--- src/rtl/irq_pkg.sv ---
// Shared definitions for the external-interrupt claim/complete controller.
package irq_pkg;

    localparam int unsigned NUM_SRC_DEFAULT     = 32;
    localparam logic [31:0] CLAIM_ADDR_DEFAULT  = 32'h0020_0004;
    localparam int unsigned RSP_TIMEOUT_DEFAULT = 255;

    // Claim-ID width for a given number of sources (never below one bit).
    function automatic int unsigned id_width(input int unsigned num_src);
        return (num_src > 1) ? $clog2(num_src) : 1;
    endfunction

    localparam int unsigned ID_W_DEFAULT = id_width(NUM_SRC_DEFAULT);

    typedef enum logic [2:0] {
        IDLE       = 3'd0,
        CLAIM_REQ  = 3'd1,
        CLAIM_WAIT = 3'd2,
        DISPATCH   = 3'd3,
        SERVICE    = 3'd4,
        CMPL_REQ   = 3'd5,
        CMPL_WAIT  = 3'd6
    } irq_state_e;

endpackage

--- src/rtl/irq_claim_ctrl.sv ---
// Claims an external interrupt from the PLIC, dispatches it to the core as a
// trap, and writes the completion back once the handler signals done.
// The bus response (rvalid/rdata) is registered on arrival, so with a
// zero-wait bus the trap request rises three cycles after the claim request.
module irq_claim_ctrl
    import irq_pkg::*;
#(
    parameter int unsigned NUM_SRC     = NUM_SRC_DEFAULT,
    parameter int unsigned ID_W        = id_width(NUM_SRC),
    parameter logic [31:0] CLAIM_ADDR  = CLAIM_ADDR_DEFAULT,
    parameter int unsigned RSP_TIMEOUT = RSP_TIMEOUT_DEFAULT
) (
    input  logic            clk_i,
    input  logic            rst_i,
    input  logic            ext_irq_i,
    input  logic            irq_en_i,
    output logic            bus_req_o,
    input  logic            bus_gnt_i,
    output logic            bus_we_o,
    output logic [31:0]     bus_addr_o,
    output logic [31:0]     bus_wdata_o,
    input  logic            bus_rvalid_i,
    input  logic [31:0]     bus_rdata_i,
    output logic            trap_valid_o,
    input  logic            trap_ready_i,
    output logic [ID_W-1:0] trap_id_o,
    input  logic            done_i,
    output logic            busy_o,
    output logic [7:0]      spurious_cnt_o,
    output logic            timeout_o
);

    localparam int unsigned CNT_W = $clog2(RSP_TIMEOUT + 1);

    irq_state_e       state_q, state_nx;
    logic [ID_W-1:0]  id_q, id_nx;
    logic [CNT_W-1:0] cnt_q, cnt_nx;
    logic [7:0]       spur_nx;
    logic             tmo_nx;
    logic             rsp_vld_q;
    logic [31:0]      rsp_data_q;
    logic             id_ok;
    logic             wait_expired;

    // A claim is usable only if it names a real, in-range source.
    assign id_ok = (rsp_data_q[ID_W-1:0] != '0) && (rsp_data_q < 32'(NUM_SRC));

    // Final wait cycle: the counter is about to reach the timeout limit.
    assign wait_expired = (cnt_q == CNT_W'(RSP_TIMEOUT - 1));

    // State register.
    always_ff @(posedge clk_i or posedge rst_i) begin
        if (rst_i) begin
            state_q <= IDLE;
        end else begin
            state_q <= state_nx;
        end
    end

    // Next-state, held-ID, wait-counter and status-counter logic.
    always_comb begin
        state_nx = state_q;
        id_nx    = id_q;
        cnt_nx   = cnt_q;
        spur_nx  = spurious_cnt_o;
        tmo_nx   = timeout_o;
        unique case (state_q)
            IDLE: begin
                if (ext_irq_i && irq_en_i) begin
                    state_nx = CLAIM_REQ;
                end
            end
            CLAIM_REQ: begin
                if (bus_gnt_i) begin
                    state_nx = CLAIM_WAIT;
                    cnt_nx   = '0;
                end
            end
            CLAIM_WAIT: begin
                // A response arriving in the final wait cycle beats the timeout.
                if (rsp_vld_q) begin
                    if (id_ok) begin
                        id_nx    = rsp_data_q[ID_W-1:0];
                        state_nx = DISPATCH;
                    end else begin
                        state_nx = IDLE;
                        if (spurious_cnt_o != 8'hFF) begin
                            spur_nx = spurious_cnt_o + 8'd1;
                        end
                    end
                end else if (wait_expired) begin
                    state_nx = IDLE;
                    tmo_nx   = 1'b1;
                end else begin
                    cnt_nx = cnt_q + CNT_W'(1);
                end
            end
            DISPATCH: begin
                if (trap_ready_i) begin
                    state_nx = SERVICE;
                end
            end
            SERVICE: begin
                if (done_i) begin
                    state_nx = CMPL_REQ;
                end
            end
            CMPL_REQ: begin
                if (bus_gnt_i) begin
                    state_nx = CMPL_WAIT;
                    cnt_nx   = '0;
                end
            end
            CMPL_WAIT: begin
                if (rsp_vld_q) begin
                    state_nx = IDLE;
                end else if (wait_expired) begin
                    state_nx = IDLE;
                    tmo_nx   = 1'b1;
                end else begin
                    cnt_nx = cnt_q + CNT_W'(1);
                end
            end
            default: begin
                state_nx = IDLE;
            end
        endcase
        if (state_nx == IDLE) begin
            id_nx  = '0;
            cnt_nx = '0;
        end
    end

    // Response capture, internal state and registered outputs.
    always_ff @(posedge clk_i or posedge rst_i) begin
        if (rst_i) begin
            rsp_vld_q      <= 1'b0;
            rsp_data_q     <= '0;
            id_q           <= '0;
            cnt_q          <= '0;
            bus_req_o      <= 1'b0;
            bus_we_o       <= 1'b0;
            bus_addr_o     <= '0;
            bus_wdata_o    <= '0;
            trap_valid_o   <= 1'b0;
            trap_id_o      <= '0;
            busy_o         <= 1'b0;
            spurious_cnt_o <= '0;
            timeout_o      <= 1'b0;
        end else begin
            rsp_vld_q      <= bus_rvalid_i;
            rsp_data_q     <= bus_rdata_i;
            id_q           <= id_nx;
            cnt_q          <= cnt_nx;
            bus_req_o      <= (state_nx == CLAIM_REQ) || (state_nx == CMPL_REQ);
            bus_we_o       <= (state_nx == CMPL_REQ);
            bus_addr_o     <= CLAIM_ADDR;
            bus_wdata_o    <= ((state_nx == CMPL_REQ) || (state_nx == CMPL_WAIT))
                              ? 32'(id_nx) : 32'd0;
            trap_valid_o   <= (state_nx == DISPATCH);
            trap_id_o      <= id_nx;
            busy_o         <= (state_nx != IDLE);
            spurious_cnt_o <= spur_nx;
            timeout_o      <= tmo_nx;
        end
    end

endmodule

--- config.mk ---
export PLATFORM = sky130hd
export DESIGN_NAME = irq_claim_ctrl
export DESIGN_NICKNAME = d
export VERILOG_FILES = /design/src/rtl/irq_pkg.sv /design/src/rtl/irq_claim_ctrl.sv
export SDC_FILE = /design/constraint.sdc
export NUM_CORES = 1
export LEC_CHECK = 0
export ABC_AREA = 1
export BUFFER_PORTS_ARGS = -buffer_cell sky130_fd_sc_hd__buf_2
export CAP_MARGIN = 20
export CORE_ASPECT_RATIO = 1.2
export CORE_MARGIN = 4
export CORE_UTILIZATION = 50
export DETAILED_ROUTE_END_ITERATION = 10
export HOLD_SLACK_MARGIN = 0.1
export MAX_ROUTING_LAYER = met4
export PLACE_DENSITY = 0.82
export SLEW_MARGIN = 40
export SYNTH_ARGS = -nofsm -noshare
export SYNTH_HDL_FRONTEND = slang
export SYNTH_SLANG_ARGS = --single-unit
--- constraint.sdc ---
create_clock -name clk_i -period 4.82 [get_ports clk_i]
set_clock_uncertainty 0.1 [all_clocks]
set_input_delay 0.241 -clock clk_i [delete_from_list [all_inputs] [get_ports clk_i]]
set_output_delay 0.241 -clock clk_i [all_outputs]
set_load 0.02 [all_outputs]
==> flow_summary_export.csv <==
group,metric,value,unit
worst_setup_path,critical_path_arrival,2040,ps
synthesis,yosysUniqueCellTypes,32,
synthesis,synthFlopType,"sky130_fd_sc_hd__dfrtp_1",
final_layout,stdcell_count,535,
synthesis,synth.ff_latch_count,68,
global_routing,grt_pass1_wl,11100,um
timing,total_negative_setup_slack,0,ps
timing,fin_hold_ws,202,ps
synthesis,synth.avg_cell_area,9.47,sq um
route,detail-route-antenna-nets,0,
worst_setup_path,critical_path.endpoint,"bus_wdata_o[2]",
outcome,outcome,"finished clean",
synthesis,synth-edff-count,0,
clock_tree,hold_buffers,34,
clock_tree,max_root_sink_buffers,2,
global_routing,grt_overflow_total,0,
timing,grt_setup_unrepaired,"no",
placement,gpl.final_weighted_congestion,0.824,
placement,placed_cells,486,
timing,maxClockFrequency,0.524,GHz
final_layout,multiInputGateArea,1120,sq um
clock_tree,cts_tree,"done",
worst_setup_path,regToRegSetupSlack,2910,ps
timing,number_of_setup_violations_in_the_final_report,0,
route,remaining_drc_errors,0,
global_routing,largest_net_degree_at_the_start_of_global_routing,69,
worst_setup_path,startpoint,"rsp_data_q[15]",
timing,finalMaxSlewViolations,0,
pwr,seq_power_share,44.1,%
placement,port-buffer-count,64,
pwr,cellLeakagePower,2.19,nW
timing,hold_viol,0,
placement,post-dp-hpwl,4250,um
route,wl_per_cell,13.0,um
final_layout,layout-area-overhead-vs-synth,22.1,%
timing,finalWorstPathRequiredPeriod,1910,ps
min_path,holdCritPathClass,"input port to flip-flop",
clock_tree,cts-resized-gates,0,
clock_tree,numClockSinks,68,
pwr,net-switching-power,531,uW
worst_setup_path,critical_path_data_required_time,4950,ps
worst_setup_path,r2r-start,"rsp_data_q[15]",
pwr,power.share.combinational,26.4,%
clock_tree,insertion_delay,340,ps
synthesis,synth_cells,343,
synthesis,synth-async-reset-ratio,100,%
final_layout,seq_area,1700,sq um
final_layout,drive_above_1_share,22.5,%
timing,tightest_slew,566,ps
synthesis,synth.cell_area,3250,sq um
worst_setup_path,crit_path_max_fanout,6,
pwr,switching_share,34.8,%
final_layout,commonest_non_fill_non_tap_cell_in_the_layout,"sky130_fd_sc_hd__dfrtp_1",
synthesis,synth_warn,0,
worst_setup_path,cp-end-kind,"flip-flop",
worst_setup_path,crit_type,"flip-flop to flip-flop",
global_routing,gr-usage-all-layers,19.6,%
final_layout,layout.nets,492,
final_layout,antennaDiodeCount,0,
floorplan,num_io_pins,122,
final_layout,final_cell_mix,"sky130_fd_sc_hd__dfrtp_1, sky130_fd_sc_hd__buf_2, sky130_fd_sc_hd__conb_1",
pwr,vdd_ir_drop_max,0.232,mV
floorplan,std_cell_rows,31,
clock_tree,clk_pin_slew,70,ps
worst_setup_path,ff2ff_path_depth,10,
global_routing,antenna_found_initial,0,
clock_tree,clock_tree.htree_level_count,3,
route,dr.first_iter.drc_count,150,
route,detail_route.wirelength,6980,um
floorplan,die_area,7860,sq um
pwr,internal_power,995,uW
final_layout,layout.filler_cells,448,
floorplan,core_area,6170,sq um
global_routing,grt_pass1_vias,2485,
timing,setup_ws,2910,ps
floorplan,start_util,52.7,%
timing,timing.slew.headroom,62.2,%
route,routed_via_count_divided_by_cell_count,4.47,
clock_tree,post-cts-setup-buffers,0,
synthesis,synth_seq_area_share,52.4,%
pwr,power_density,385,nW/um^2
clock_tree,clockRootBuffer,"sky130_fd_sc_hd__clkbuf_8",
route,detailroute.via_count,2393,
placement,place_worst_setup_slack,2960,ps
clock_tree,cts_buffers,9,
timing,timing.final.crit_share,39.6,%
worst_setup_path,timing.critical_path.from_type,"flip-flop",
floorplan,die_width,81.6,um
run,max-cap-violations,0,
pwr,share_of_total_power_in_the_clock_network,29.5,%
floorplan,floorplan.die.height,96.3,um
final_layout,postLayoutCoreUtil,64.3,%
route,firstDrtPassIters,4,
worst_setup_path,rr_endpoint,"bus_wdata_o[2]",
## sequential cells by signal, indices dropped and copies added (netlist names)
register / flops
bus_wdata_o: 5
spurious_cnt_o: 8
state_q: 3
rsp_data_q: 32
timeout_o: 1
busy_o: 1
rsp_vld_q: 1
trap_valid_o: 1
bus_req_o: 1
id_q: 5
cnt_q: 8
bus_addr_o: 1
bus_we_o: 1
## power groups by stage
stage                     Clock [mW]  Combinational (mW)  Sequential, mW
final                          0.450               0.403           0.672
after global routing           0.487               0.451           0.678
after CTS                      0.453               0.401           0.670
after detailed placement           0               0.378           0.680
after global placement             0               0.368           0.679
after floorplan                    0               0.309           0.704
## metrics by stage
step,cell area (sq um),total power [mW]
floorplan,3460,1.01
global placement,3430,1.05
detailed placement,3430,1.06
CTS,3960,1.52
global route,3970,1.62
finish,3970,1.53
## cell usage after synthesis (2+ instances only)
library cell              instances  area [sq um]
sky130_fd_sc_hd__nand4_1          9          56.3
sky130_fd_sc_hd__nand2_1         55           206
sky130_fd_sc_hd__xnor2_1          2          17.5
sky130_fd_sc_hd__buf_6            2          22.5
sky130_fd_sc_hd__nor3_4           2          32.5
sky130_fd_sc_hd__o31ai_1          2          15.0
sky130_fd_sc_hd__dfrtp_1         68          1700
sky130_fd_sc_hd__o21ai_0         12          60.1
sky130_fd_sc_hd__nand3_1         16          80.1
sky130_fd_sc_hd__xor2_1           5          43.8
sky130_fd_sc_hd__conb_1           2          7.51
sky130_fd_sc_hd__inv_2            2          7.51
sky130_fd_sc_hd__nand2_2          6          37.5
sky130_fd_sc_hd__nor2_1          32           120
sky130_fd_sc_hd__a21oi_1          4          20.0
sky130_fd_sc_hd__nor2_4           2          22.5
sky130_fd_sc_hd__ha_1             3          37.5
sky130_fd_sc_hd__buf_4           58           435
sky130_fd_sc_hd__nor3_1           3          15.0
sky130_fd_sc_hd__inv_1           45           169
sky130_fd_sc_hd__nand2_4          2          22.5
## cells by family (layout without fill, tap and decap cells)
| logic type | count (synthesis) | after routing | share of synthesized area, % |
|---|---|---|---|
| xor+xnor | 8 | 8 | 2.39 |
| fa+ha+maj | 3 | 3 | 1.16 |
| flops | 68 | 68 | 52.4 |
| buf+inv | 108 | 162 | 19.7 |
| compound gates | 24 | 24 | 4.81 |
| other cells | 2 | 58 | 0.231 |
| simple gates | 130 | 130 | 19.3 |
## how the worst min path moves through the flow
stage / start / to / slack [ps] / cells after the start
final: trap_ready_i / state_q[2] / 200 / 3
after detailed placement: bus_rdata_i[12] / rsp_data_q[12] / 250 / 1
after global placement: bus_rdata_i[12] / rsp_data_q[12] / 250 / 1
after CTS: trap_ready_i / state_q[2] / 180 / 3
after floorplan: bus_rdata_i[0] / rsp_data_q[0] / 170 / 0
after global routing: trap_ready_i / state_q[2] / 200 / 3
## layout make-up
class / count / area share (%)
repair buffers: 99 / 16.9
inverters: 48 / 4.60
multi-input cells: 223 / 28.2
flip-flops and latches: 68 / 42.9
clock inverters: 4 / 1.26
well taps: 82 / 2.59
clock buffers: 11 / 3.56
## worst max-delay path: stages, from the launching register on
cell and delay [ps]:
sky130_fd_sc_hd__dfrtp_1 380, sky130_fd_sc_hd__nor2_1 140, sky130_fd_sc_hd__nand2_1 70, sky130_fd_sc_hd__nor2_1 110, sky130_fd_sc_hd__nand3_1 140, sky130_fd_sc_hd__nor2_2 310
sky130_fd_sc_hd__nand2_1 220, sky130_fd_sc_hd__nand2_1 100, sky130_fd_sc_hd__nand2_1 70, sky130_fd_sc_hd__nand3_1 100, sky130_fd_sc_hd__inv_1 50
## per-layer routing
metal	GRT usage [%]	share of wire (%)	vias to the layer above	wire length, um
met5	-	0	-	0
met4	8.73	1.4	0	97
met3	4.59	9.2	9	643
met2	35.3	53	118	3680
met1	20.0	37	1113	2560
li1	-	-	1153	-
Power figures use the tool's default switching activity.
